## src/rtl/mem_stage.sv

```systemverilog
// Memory-access stage: data-RAM loads/stores with RD_LAT wait cycles, jump resolution, write-back register.
// Optional MEM_IO_EN maps full address 0xFF onto the registered outPort.
module mem_stage #(
  parameter int ADDR_BITS = 5,
  parameter int RD_LAT    = 1
) (
  input  logic       clock,
  input  logic       reset,
  input  logic       WRMem,
  input  logic       WMMem,
  input  logic       RMMem,
  input  logic       NEQMem,
  input  logic       JMem,
  input  logic       JCMem,
  input  logic       zeroIn,
  input  logic [7:0] acIn,
  input  logic [7:0] jumpIn,
  input  logic [7:0] rsIn,
  output logic       stall,
  output logic       wbWR,
  output logic [7:0] wbData,
  output logic       pcTaken,
  output logic [7:0] pcTarget
`ifdef MEM_IO_EN
  ,
  output logic [7:0] outPort
`endif
);

  typedef enum logic {IDLE, WAIT} state_t;

  state_t                 r_state, w_state_n;
  logic [2:0]             r_cnt, w_cnt_n;
  logic [7:0]             r_ram [2**ADDR_BITS];
  logic [ADDR_BITS-1:0]   w_addr;
  logic                   w_io_hit;
  logic                   w_is_load;
  logic                   w_store;
  logic                   w_taken;
  logic [7:0]             w_rd_data;
  logic                   w_wb_wr;
  logic [7:0]             w_wb_data;

  assign w_addr    = acIn[ADDR_BITS-1:0];
  // A simultaneous store request wins: the instruction is treated as a store only.
  assign w_is_load = RMMem & ~WMMem;
  assign w_store   = (r_state == IDLE) & WMMem;
  assign w_taken   = JMem | (JCMem & (NEQMem ? ~zeroIn : zeroIn));

`ifdef MEM_IO_EN
  assign w_io_hit  = (acIn == 8'hFF);
  assign w_rd_data = w_io_hit ? outPort : r_ram[w_addr];
`else
  assign w_io_hit  = 1'b0;
  assign w_rd_data = r_ram[w_addr];
`endif

  always_comb begin
    w_state_n = r_state;
    w_cnt_n   = r_cnt;
    stall     = 1'b0;
    w_wb_wr   = WRMem;
    w_wb_data = acIn;
    case (r_state)
      IDLE: begin
        if (w_is_load) begin
          if (RD_LAT == 0) begin
            w_wb_data = w_rd_data;
          end else begin
            stall     = 1'b1;
            w_wb_wr   = 1'b0;
            w_wb_data = wbData;
            w_cnt_n   = 3'(RD_LAT);
            w_state_n = WAIT;
          end
        end
      end
      WAIT: begin
        // Upstream holds the load inputs, so the address is still valid here.
        if (r_cnt > 3'd1) begin
          stall     = 1'b1;
          w_cnt_n   = r_cnt - 3'd1;
          w_wb_wr   = 1'b0;
          w_wb_data = wbData;
        end else begin
          w_wb_data = w_rd_data;
          w_cnt_n   = '0;
          w_state_n = IDLE;
        end
      end
      default: w_state_n = IDLE;
    endcase
  end

  always_ff @(posedge clock) begin
    if (reset) begin
      r_state  <= IDLE;
      r_cnt    <= '0;
      wbWR     <= 1'b0;
      wbData   <= '0;
      pcTaken  <= 1'b0;
      pcTarget <= '0;
    end else begin
      r_state <= w_state_n;
      r_cnt   <= w_cnt_n;
      wbWR    <= w_wb_wr;
      wbData  <= w_wb_data;
      pcTaken <= w_taken & ~stall;
      if (!stall) pcTarget <= jumpIn;
    end
  end

`ifdef MEM_IO_EN
  always_ff @(posedge clock) begin
    if (reset) outPort <= '0;
    else if (w_store && w_io_hit) outPort <= rsIn;
  end
`endif

  // RAM contents survive reset; writes are simply suppressed while reset is held.
  always_ff @(posedge clock) begin
    if (!reset && w_store && !w_io_hit) r_ram[w_addr] <= rsIn;
  end

endmodule

```

## config.mk

```make
export PLATFORM = sky130hd
export DESIGN_NAME = mem_stage
export DESIGN_NICKNAME = d
export VERILOG_FILES = /design/src/rtl/mem_stage.sv
export SDC_FILE = /design/constraint.sdc
export NUM_CORES = 1
export LEC_CHECK = 0
export ABC_AREA = 0
export BUFFER_PORTS_ARGS = -buffer_cell sky130_fd_sc_hd__buf_2
export CAP_MARGIN = 5
export CORE_ASPECT_RATIO = 1.5
export CORE_MARGIN = 10
export CORE_UTILIZATION = 45
export CTS_CLUSTER_SIZE = 8
export DETAILED_ROUTE_END_ITERATION = 16
export MAX_ROUTING_LAYER = met4
export RECOVER_POWER = 50
export SLEW_MARGIN = 15
export SYNTH_ARGS = -nofsm -noshare
export SYNTH_HDL_FRONTEND = slang
export SYNTH_SLANG_ARGS = --single-unit
export TNS_END_PERCENT = 20
```

## constraint.sdc

```tcl
create_clock -name clock -period 2.2 [get_ports clock]
set_input_delay 0 -clock clock [delete_from_list [all_inputs] [get_ports clock]]
set_output_delay 0 -clock clock [all_outputs]
set_load 0.005 [all_outputs]
```

==> results.ini <==
[outcome]
status = finished, violations left
violations = capacitance limit, slew limit

[clock_tree]
htree_levels = 2
clockRootBuffer = clkbuf_16
cts_max_path_buffers = 3
cts_tree = yes
clock_latency_ns = 0.52
cts_made_buffers = 40
clkSlewWorstSetupHoldPaths_ns = 0.05
cts.sinks = 278

[synthesis]
yosysMostFrequentCell = edfxtp_1
ys_async_sr_fraction_pct = 0
ys_ff_latch = 278
synthesis.instances = 652
ys.flop_type = edfxtp_1
syn_nets = 687
synthesis.area_mm2 = 0.0111
netlist_top_cells_count = edfxtp_1, mux2i_1, nor2_1, nand2_1, mux4_2
synth.yosys.seq_area_share_pct = 73.2
synth_edf_count = 256
yosysWarningCount = 0
synthDistinctLibCells = 55
yosysTopAreaCell = edfxtp_1
postSynthAreaPerCell_um2 = 17.0
synth_top_cell_area_share_pct = 69.2
synth_area_leaders = edfxtp_1, mux2i_1, mux4_2, dfxtp_1, mux4_1

[power]
swShare_pct = 20.7
clkPwrFrac_pct = 44.8
pwr-share-comb_pct = 6.0
pwr-share-seq_pct = 49.2
p_sw_mw = 2.47
vdd_ir_drop_max_v = 0.000497
p_int_mw = 9.46
leakagePower_nw = 4.59
power_density_mw_per_mm2 = 896

[critical_path]
path_class = reg -> out
crit_arrival_ns = 2.07
cp-end-kind = output port
required_ns = 2.20
start_kind = flip-flop
crit_fanout = 11

[timing]
hold_viol = 0
rsz0062_at_grt = no
skew_ns = 0.0143
setup_tns_ns = 0
relSlewSlack_pct = -19.7
fmax_mhz = 483
period_share_pct = 94.2
tightest_slew_ns = 1.80
slew_violations = 264
fin_crit_ns = 2.07
setup_violations = 0

[die]
die_h_um = 212
coreArea_mm2 = 0.0243
die_x_um = 148
floorplan.initialDensity_pct = 45.6
io_pins = 52
row_count = 70
die_area_mm2 = 0.0315

[global_routing]
grt_pass1_vias = 6799
grt_max_degree = 33
antenna_found_initial = 1
grt_util_all_layers_pct = 18.2
grt_overflow = 0
grt_pass1_wl_mm = 41.7

[final_layout]
syn_to_final_growth_pct = 19.9
drive_gt1_share_pct = 20.5
fill_cells = 1977
fin_nets = 830
stdcell_area_mm2 = 0.0133

[detailed_routing]
postRouteAntennaNets = 0
drcViolationCount = 0
routed_wl_mm = 27.9
vias = 6396
wire_per_inst_um = 24.6
vias_per_cell = 5.64
drt-pass1-iter-count = 5
drt-initial-drc-count = 526

[placed_design]
portBuffers = 51
dp_hpwl_mm = 18.4
gp_congestion = 0.871
placed_area_mm2 = 0.0121

[min_path]
min_path_type = in -> reg

[job]
maxCapViolCount = 8

-- what timing repair did --
item	in CTS	in global routing
hold buffers	17	0
buffers inserted	0	1
endpoints found under the hold margin	18	0
endpoints found under the setup margin	0	1
gates resized for setup	0	1
-- cell type report --
| type | count | area (um2) | area share [%] |
|---|---|---|---|
| Antenna cell | 1 | 2.50 | 0.0188 |
| Clock buffer | 56 | 1080 | 8.13 |
| Clock inverter | 1 | 3.75 | 0.0282 |
| Inverter | 7 | 26.3 | 0.197 |
| Multi-Input combinational cell | 331 | 2720 | 20.5 |
| Sequential cell | 278 | 8130 | 61.0 |
| Tap cell | 324 | 405 | 3.04 |
| Timing Repair Buffer | 137 | 942 | 7.08 |
-- through the flow --
| stage | utilization (%) | std cells | hold slack, ns | total power, mW | setup WS (ns) |
|---|---|---|---|---|---|
| after floorplan | - | 652 | 0.0989 | 6.34 | 0.404 |
| final | 54.7 | 1135 | 0.0434 | 11.9 | 0.128 |
| after detailed placement | 49.6 | 1059 | 0.207 | 6.66 | 0.0953 |
| after CTS | 54.8 | 1133 | 0.0167 | 12.0 | 0.0647 |
| after global routing | 54.7 | 1135 | 0.0758 | 12.3 | 0.0304 |
| after global placement | 49.6 | 1059 | 0.223 | 6.64 | 0.0779 |
-- critical path, cell delays in order, from the launching register on --
cell	delay, ns
dfxtp_1	0.36
inv_1	0.09
ha_1	0.17
o21ba_2	0.25
nor2_1	0.06
a21oi_2	0.26
buf_6	0.22
buf_2	0.14
-- flip-flops by register name, summed over array words and instances, names as in the netlist --
signal / count
r_cnt: 3
pcTaken: 1
pcTarget: 8
wbWR: 1
r_state: 1
wbData: 8
r_ram: 256
-- logic make-up (layout without fill, tap and decap cells) --
logic type      Yosys count  in the layout  synth area share, %
flops                   278            278                 73.2
simple gates            149            149                 6.35
mux                     104            104                 13.3
compound gates           75             75                 4.62
buf+inv                  43            201                 2.25
fa+ha+maj                 2              2                0.225
xor+xnor                  1              1               0.0789
other cells               0              1                    0
-- cells in the final DEF, fill, tap and decap left out, types with 9 or more instances in the layout --
cell type	n
o21ai_0	9
buf_4	67
edfxtp_1	256
nand3_1	16
buf_2	24
clkbuf_16	41
nor2b_1	10
a22oi_1	12
nor3_1	12
clkbuf_1	41
nand2_1	37
mux2i_1	71
dlygate4sd3_1	17
mux4_2	24
nor2_1	48
a21oi_1	13
dfxtp_1	22
-- worst paths after layout --
check | slack (ns) | from | depth (start not counted) | endpoint
worst max register to register | 0.26 | r_cnt[1]$_SDFFE_PP0P_ | 8 | wbData[6]$_SDFFE_PP0P_
worst min-delay path | 0.04 | acIn[4] | 3 | wbData[4]$_SDFFE_PP0P_
worst min register to register | 0.46 | wbData[6]$_SDFFE_PP0P_ | 2 | wbData[6]$_SDFFE_PP0P_
worst max-delay path | 0.13 | r_cnt[1]$_SDFFE_PP0P_ | 7 | stall
-- power groups by stage --
stage | sequential (mW) | clock [mW] | combinational, mW
floorplan | 5.96 | 0 | 0.383
global placement | 5.96 | 0 | 0.683
detailed placement | 5.96 | 0 | 0.699
CTS | 5.86 | 5.45 | 0.723
global route | 5.87 | 5.69 | 0.769
finish | 5.87 | 5.35 | 0.716
-- layer usage --
layer	up-vias	share of wire [%]	global-route usage, %	wire length, um
met3	62	5.0	3.47	1390
met4	0	3.7	8.22	1040
li1	2858	-	-	-
met2	215	52	30.4	14400
met1	3261	40	21.0	11000
met5	-	0	-	0
No activity file was read; power rests on OpenSTA's default activity.
